===== config.mk =====
export PLATFORM = sky130hd
export DESIGN_NAME = module_hazard_unit
export DESIGN_NICKNAME = d
export VERILOG_FILES = /design/src/rtl/hazard_pkg.sv /design/src/rtl/module_sat_counter.sv /design/src/rtl/module_hazard_unit.sv
export SDC_FILE = /design/constraint.sdc
export NUM_CORES = 1
export LEC_CHECK = 0
export CAP_MARGIN = 15
export CELL_PAD_IN_SITES_DETAIL_PLACEMENT = 1
export CELL_PAD_IN_SITES_GLOBAL_PLACEMENT = 1
export CORE_MARGIN = 10
export CORE_UTILIZATION = 30
export CTS_CLUSTER_DIAMETER = 80
export DETAILED_ROUTE_END_ITERATION = 10
export PLACE_DENSITY = 0.71
export SLEW_MARGIN = 30
export SYNTH_ARGS = -nofsm -noshare
export SYNTH_HDL_FRONTEND = slang
export SYNTH_SLANG_ARGS = --single-unit

===== constraint.sdc =====
create_clock -name clk_i -period 4.1 [get_ports clk_i]
set_input_delay 0.615 -clock clk_i [delete_from_list [all_inputs] [get_ports clk_i]]
set_output_delay 0.615 -clock clk_i [all_outputs]
set_load 0.005 [all_outputs]

===== src/rtl/hazard_pkg.sv =====
// hazard_pkg: shared types and defaults for the pipeline hazard controller
package hazard_pkg;
  typedef enum logic [1:0] {
    FWD_RF  = 2'b00,
    FWD_WB  = 2'b01,
    FWD_MEM = 2'b10
  } fwd_sel_e;
  typedef enum logic {
    RUN,
    MEM_WAIT
  } hz_state_e;
  localparam int REG_AW_DEF = 5;
endpackage


===== src/rtl/module_sat_counter.sv =====
// module_sat_counter: saturating up-counter with sync clear and async reset
module module_sat_counter #(
  parameter int WIDTH = 32
) (
  input  logic             clk_i,
  input  logic             rst_i,
  input  logic             clr_i,
  input  logic             inc_i,
  output logic [WIDTH-1:0] cnt_o
);
  always_ff @(posedge clk_i or posedge rst_i)
    if (rst_i) cnt_o <= '0;
    else cnt_o <= clr_i ? '0 : (inc_i && !(&cnt_o)) ? cnt_o + 1'b1 : cnt_o;
endmodule


===== src/rtl/module_hazard_unit.sv =====
// module_hazard_unit: stall/flush/forwarding control for the 5-stage RV32I pipeline
import hazard_pkg::*;
module module_hazard_unit #(
  parameter int CNT_W  = 32,
  parameter int REG_AW = REG_AW_DEF
) (
  input  logic              clk_i,
  input  logic              rst_i,
  input  logic [REG_AW-1:0] rs1_d_i,
  input  logic [REG_AW-1:0] rs2_d_i,
  input  logic [REG_AW-1:0] rs1_e_i,
  input  logic [REG_AW-1:0] rs2_e_i,
  input  logic [REG_AW-1:0] rd_e_i,
  input  logic              load_e_i,
  input  logic [REG_AW-1:0] rd_m_i,
  input  logic              reg_write_m_i,
  input  logic [REG_AW-1:0] rd_w_i,
  input  logic              reg_write_w_i,
  input  logic              mispredict_e_i,
  input  logic              mem_req_m_i,
  input  logic              mem_ready_i,
  input  logic              clr_cnt_i,
  output logic              stall_f_o,
  output logic              stall_d_o,
  output logic              stall_e_o,
  output logic              stall_m_o,
  output logic              flush_d_o,
  output logic              flush_e_o,
  output logic              flush_w_o,
  output logic              redirect_en_o,
  output logic [1:0]        fwd_a_e_o,
  output logic [1:0]        fwd_b_e_o,
  output logic [CNT_W-1:0]  stall_cnt_o,
  output logic [CNT_W-1:0]  redir_cnt_o
);
  hz_state_e state;
  logic mem_stall, lw_stall, mis, lw;
  function automatic fwd_sel_e fwd(input logic [REG_AW-1:0] rs, rd_m, rd_w, input logic wm, ww);
    return (wm && rd_m != '0 && rd_m == rs) ? FWD_MEM : (ww && rd_w != '0 && rd_w == rs) ? FWD_WB : FWD_RF;
  endfunction
  assign mem_stall = mem_req_m_i & ~mem_ready_i;
  assign lw_stall  = load_e_i & (rd_e_i != '0) & (rd_e_i == rs1_d_i | rd_e_i == rs2_d_i);
  // a frozen EX keeps mispredict high, so it simply waits out the memory stall
  assign mis = ~rst_i & ~mem_stall & mispredict_e_i;
  assign lw  = ~rst_i & ~mem_stall & ~mispredict_e_i & lw_stall;
  assign stall_f_o     = (~rst_i & mem_stall) | lw;
  assign stall_d_o     = (~rst_i & mem_stall) | lw;
  assign stall_e_o     = ~rst_i & mem_stall;
  assign stall_m_o     = ~rst_i & mem_stall;
  assign flush_w_o     = ~rst_i & mem_stall;
  assign flush_d_o     = mis;
  assign flush_e_o     = mis | lw;
  assign redirect_en_o = mis;
  assign fwd_a_e_o = rst_i ? FWD_RF : fwd(rs1_e_i, rd_m_i, rd_w_i, reg_write_m_i, reg_write_w_i);
  assign fwd_b_e_o = rst_i ? FWD_RF : fwd(rs2_e_i, rd_m_i, rd_w_i, reg_write_m_i, reg_write_w_i);
  always_ff @(posedge clk_i or posedge rst_i)
    if (rst_i) state <= RUN;
    else state <= state == RUN ? (mem_stall ? MEM_WAIT : RUN) : (mem_ready_i | ~mem_req_m_i ? RUN : MEM_WAIT);
  module_sat_counter #(.WIDTH(CNT_W)) u_stall_cnt (
    .clk_i(clk_i), .rst_i(rst_i), .clr_i(clr_cnt_i), .inc_i(stall_f_o), .cnt_o(stall_cnt_o)
  );
  module_sat_counter #(.WIDTH(CNT_W)) u_redir_cnt (
    .clk_i(clk_i), .rst_i(rst_i), .clr_i(clr_cnt_i), .inc_i(redirect_en_o), .cnt_o(redir_cnt_o)
  );
endmodule

Word level (Yosys, flattened, before mapping). Cells that the tools add are included.

Bitwise gates (word level): 15. Reductions and logical operators: 17. $add $sub $neg: 2. Equal/unequal tests: 6. Multiplexer cells: 10.

Operator list (count): 2-to-1 mux 32 bit (4); adder 32 x 1 -> 32 bit, second input constant (2); AND reduction 32 bit (2); equality test 5 bit (6); nonzero test 5 bit (3); AND 1 bit (8); logical AND 1 bit (8); 2-to-1 mux 2 bit (4); inverter 1 bit (4); nonzero test 2 bit (2); bitwise OR 1 bit (3); logical NOT 1 bit (2); 2-to-1 mux 1 bit (2).

Output and inout port bits: 76. Word-level logic and storage cells: 52. Bits in registers: 64.

Logic depth before layout (Yosys ltp). Gate-level depths: netlist (run 1).

Depth in word-level cells: 10. Gate-level depth with buffers: 10. Depth with buffers taken out: 8.

By module. Synthesis (run 1) repeated with hierarchy kept, for this count alone.

Cell total of the unflattened synthesis: 454. Area total of the unflattened synthesis: 4212.8 um2.

Modules (own cells, without submodules): module_sat_counter (cells an instance 195, area an instance 1863.0 um2, times used 2); module_hazard_unit (cells an instance 64, area an instance 486.7 um2, times used 1).

Worst setup path before layout (run 1). Ideal clock, no wire load.

Path kind: input-to-output. Start: input rst_i. End: output fwd_a_e_o[0]. Path slack: 518 ps. Stages: 4. Data arrival time: 2967 ps. Cell sequence: inv_1 -> o211ai_1 -> or4_1 -> nor4_1.

Longest elaborated chain between the ends: 1.

RTL lines: start, declared (line module_hazard_unit.sv:8) `input logic rst_i,`; 2-to-1 mux 2 bit (line module_hazard_unit.sv:54) `assign fwd_a_e_o = rst_i ? FWD_RF : fwd(rs1_e_i, rd_m_i, rd_w_i, reg_write_m_i, reg_write_w_i);`; end, declared (line module_hazard_unit.sv:31) `output logic [1:0] fwd_a_e_o,`.

No other way between the ends.

Worst setup path in the final report (run 1).
Start: input rd_m_i[1]. End: output fwd_a_e_o[0].

Longest elaborated chain between the ends: 5.

RTL lines: start, declared (line module_hazard_unit.sv:15) `input logic [REG_AW-1:0] rd_m_i,`; nonzero test 5 bit (line module_hazard_unit.sv:39) `return (wm && rd_m != '0 && rd_m == rs) ? FWD_MEM : (ww && rd_w != '0 && rd_w == rs) ? FWD_WB : FWD_RF;`; logical AND 1 bit (line module_hazard_unit.sv:39); logical AND 1 bit (*) (line module_hazard_unit.sv:39); 2-to-1 mux 2 bit (*) (line module_hazard_unit.sv:39); 2-to-1 mux 2 bit (*) (line module_hazard_unit.sv:54).

Every way passes the cells marked *; elsewhere a longest branch is shown, timed or not.

==> impl_metrics.env, run 1 <==
export IMPL_outcome="completed"
export IMPL_synth_edff_count=0
export IMPL_post_cts_buffers=0
export IMPL_cts_clk_slew_worst_paths_ns=0.05
export IMPL_synth_fp_nets=517
export IMPL_dieArea_um2=18800
export IMPL_seq_area_frac_synth=0.389
export IMPL_setup_ws_ns=0.465
export IMPL_clock_root_buffer="clkbuf_16"
export IMPL_cts_sinks=64
export IMPL_grt_max_degree=65
export IMPL_drt_iter0_markers=200
export IMPL_first_pass_iters=4
export IMPL_grtUsageTotal=0.149
export IMPL_synth_seq_cells=64
export IMPL_wire_per_inst_um=18.7
export IMPL_fin_area_um2=5730
export IMPL_power_mw=1.48
export IMPL_die_h_um=137
export IMPL_gp_congestion=0.832
export IMPL_dp_cells=744
export IMPL_synthCells=471
export IMPL_globalRoute_totalOverflow=0
export IMPL_crit_path_max_incr_delay_ns=0.57
export IMPL_final_cells=759
export IMPL_worstSetupStartpointType="primary input"
export IMPL_antenna_found_initial=0
export IMPL_period_minus_slack_ns=3.63
export IMPL_io_buffers=119
export IMPL_min_path_type="reg2reg"
export IMPL_placed_area_um2=5450
export IMPL_worst_pin_slew_ns=0.893
export IMPL_peakVddDrop_mv=0.176
export IMPL_leakage_nw=2.09
export IMPL_syn_to_final_growth_pct=39.3
export IMPL_slew_viol_final=0
export IMPL_ctsHtreeMaxLevel=3
export IMPL_route_detailed_drc=0
export IMPL_rsz0062_at_grt="no"
export IMPL_cp_top_family="buffers and inverters"
export IMPL_worstPathRequired_ns=3.48
export IMPL_syn_avg_cell_area_um2=8.73
export IMPL_crit_path_end_kind="primary output"
export IMPL_hold_violations=0
export IMPL_synth_flop_cell="dfrtp_1"
export IMPL_hold_buffers=0
export IMPL_tritoncts="done"
export IMPL_final_setup_tns_ns=0
export IMPL_drive_above_1_share=0.0686
export IMPL_viasPerCell=5.44
export IMPL_final_setup_viol_count=0
export IMPL_postRouteAntennaNets=0
export IMPL_max_clock_path_buffers=2
export IMPL_yosys_warnings=0
export IMPL_crit_fanout=4
export IMPL_fin_skew_ns=0.00481
export IMPL_drt_wl_total_um=14200
export IMPL_async_flop_share=1.00
export IMPL_place_ws_ns=0.465
export IMPL_grt_pass1_wl_um=23000
export IMPL_finalNetCount=626
export IMPL_crit_type="in2out"
export IMPL_syn_area_um2=4110
export IMPL_fin_crit_sh=0.887
export IMPL_ioPinCount=120
export IMPL_ys_types=45
export IMPL_cp_cell_sequence="clkdlybuf4s50_1 -> or4_1 -> o21ai_0 -> nor3_1 -> nor4_1 -> clkdlybuf4s50_1"
export IMPL_die_w_um=137
export IMPL_whs_ns=0.573
export IMPL_core_area_um2=13300
export IMPL_diodes=0
export IMPL_fin_util=0.429
export IMPL_crit_slowest_cell="clkdlybuf4s50_1"
export IMPL_crit_arrival_ns=3.02
export IMPL_ctsResizeCount=0
export IMPL_start_util=0.308
export IMPL_slew_limit_headroom=0.400
export IMPL_fmax_ghz=0.275
export IMPL_cp_buffers_inverters=2
export IMPL_grt_pass1_vias=4365
export IMPL_num_rows=42
export IMPL_insertion_delay_ns=0.33
export IMPL_cap_violations=0
export IMPL_vias=4129
export IMPL_cts_made_buffers=9
export IMPL_hpwl_um=10400
export IMPL_pwr_density_cell_nw_per_um2=259
export IMPL_cpMostUsedCell="clkdlybuf4s50_1"
==> cell families (layout without fill, tap and decap cells) <==
group / Yosys count / in the layout / synth area share
mux: 9 / 9 / 0.0243
flops: 64 / 64 / 0.389
simple gates: 238 / 238 / 0.326
fa+ha+maj: 2 / 2 / 0.00608
xor+xnor: 53 / 53 / 0.113
buf+inv: 38 / 150 / 0.0404
compound gates: 67 / 67 / 0.101
==> worst paths after layout <==
kind / start / to / slack (ns) / cells after the start
max: rd_m_i[1] / fwd_a_e_o[0] / 0.47 / 6
min: u_stall_cnt.cnt_o[19] / u_stall_cnt.cnt_o[19] / 0.57 / 2
max reg2reg: u_redir_cnt.cnt_o[0] / u_redir_cnt.cnt_o[24] / 1.17 / 7
min reg2reg: u_stall_cnt.cnt_o[19] / u_stall_cnt.cnt_o[19] / 0.57 / 2
max in group asynchronous: rst_i / u_stall_cnt.cnt_o[12] / 2.64 / 4
min in group asynchronous: rst_i / u_redir_cnt.cnt_o[8] / 0.90 / 3
==> final cells by class <==
cell class                 instances  area (µm²)
sequential                        64        1600
timing repair buffer             127        1260
inverter                           9        33.8
multi-input combinational        369        2360
clock inverter                     1        5.00
tap                              176         220
fill                            1560        7620
clock buffer                      13         250
==> report_power, final <==
group          internal, mW  total (mW)  switching [mW]
clock network         0.418       0.688           0.270
logic                0.0760       0.156          0.0797
registers             0.634       0.638         0.00358
total                  1.13        1.48           0.353
==> cell usage in the layout (no fill, tap or decap), types with 8 or more instances in the layout <==
cell	n
nand4_1	20
nand2_1	25
clkbuf_16	9
a21oi_1	29
nor2_1	44
xnor2_1	41
buf_4	8
nand3_1	32
or3_1	9
nor4_1	18
xor2_1	12
nor3_1	16
dfrtp_1	64
mux2_2	8
or4_1	23
o21ai_0	8
o31ai_1	17
clkdlybuf4s50_1	118
and3_1	15
nor2b_1	10
==> Yosys cell counts (all sizes together), types with 9 or more instances <==
cell	instances	area, µm²
nor2b	11	68.8
dfrtp	64	1600
buf	11	63.8
or3	9	56.3
nor2	45	176
and3	15	93.8
xnor2	41	359
nor3	17	90.1
clkbuf	18	68.8
o21ai	9	45.0
nand3	33	170
nor4	19	134
nand2	25	93.8
xor2	12	105
o31ai	17	128
nand4	20	125
a21oi	30	150
or4	23	173
==> registers in the layout (all words and copies together) (netlist names) <==
signal	flops
u_redir_cnt.cnt_o	32
u_stall_cnt.cnt_o	32
==> per-layer routing <==
metal  vias to the layer above  global-route usage  part of all wire  wire length (µm)
li1                       1939                   -                 -                 -
met1                      2078               0.174              0.41              5890
met2                        96               0.262              0.51              7240
met3                        16              0.0499             0.062               878
met4                         0              0.0293             0.014               206
met5                         -                   0                 0                 0
==> worst min-delay path, delay by kind of cell, from the launching register on <==
kind	cells	cell delay (ns)
AOI/OAI and AO/OA	2	0.14
DFF	1	0.40
Note: power is estimated with default switching activity, not from simulation.
==> run 2, diff against run 1 <==
Settings changed: CAP_MARGIN 15 to not set.
==> results of run 2 <==
The final DEF is identical to that of run 1; final timing and power are the same.
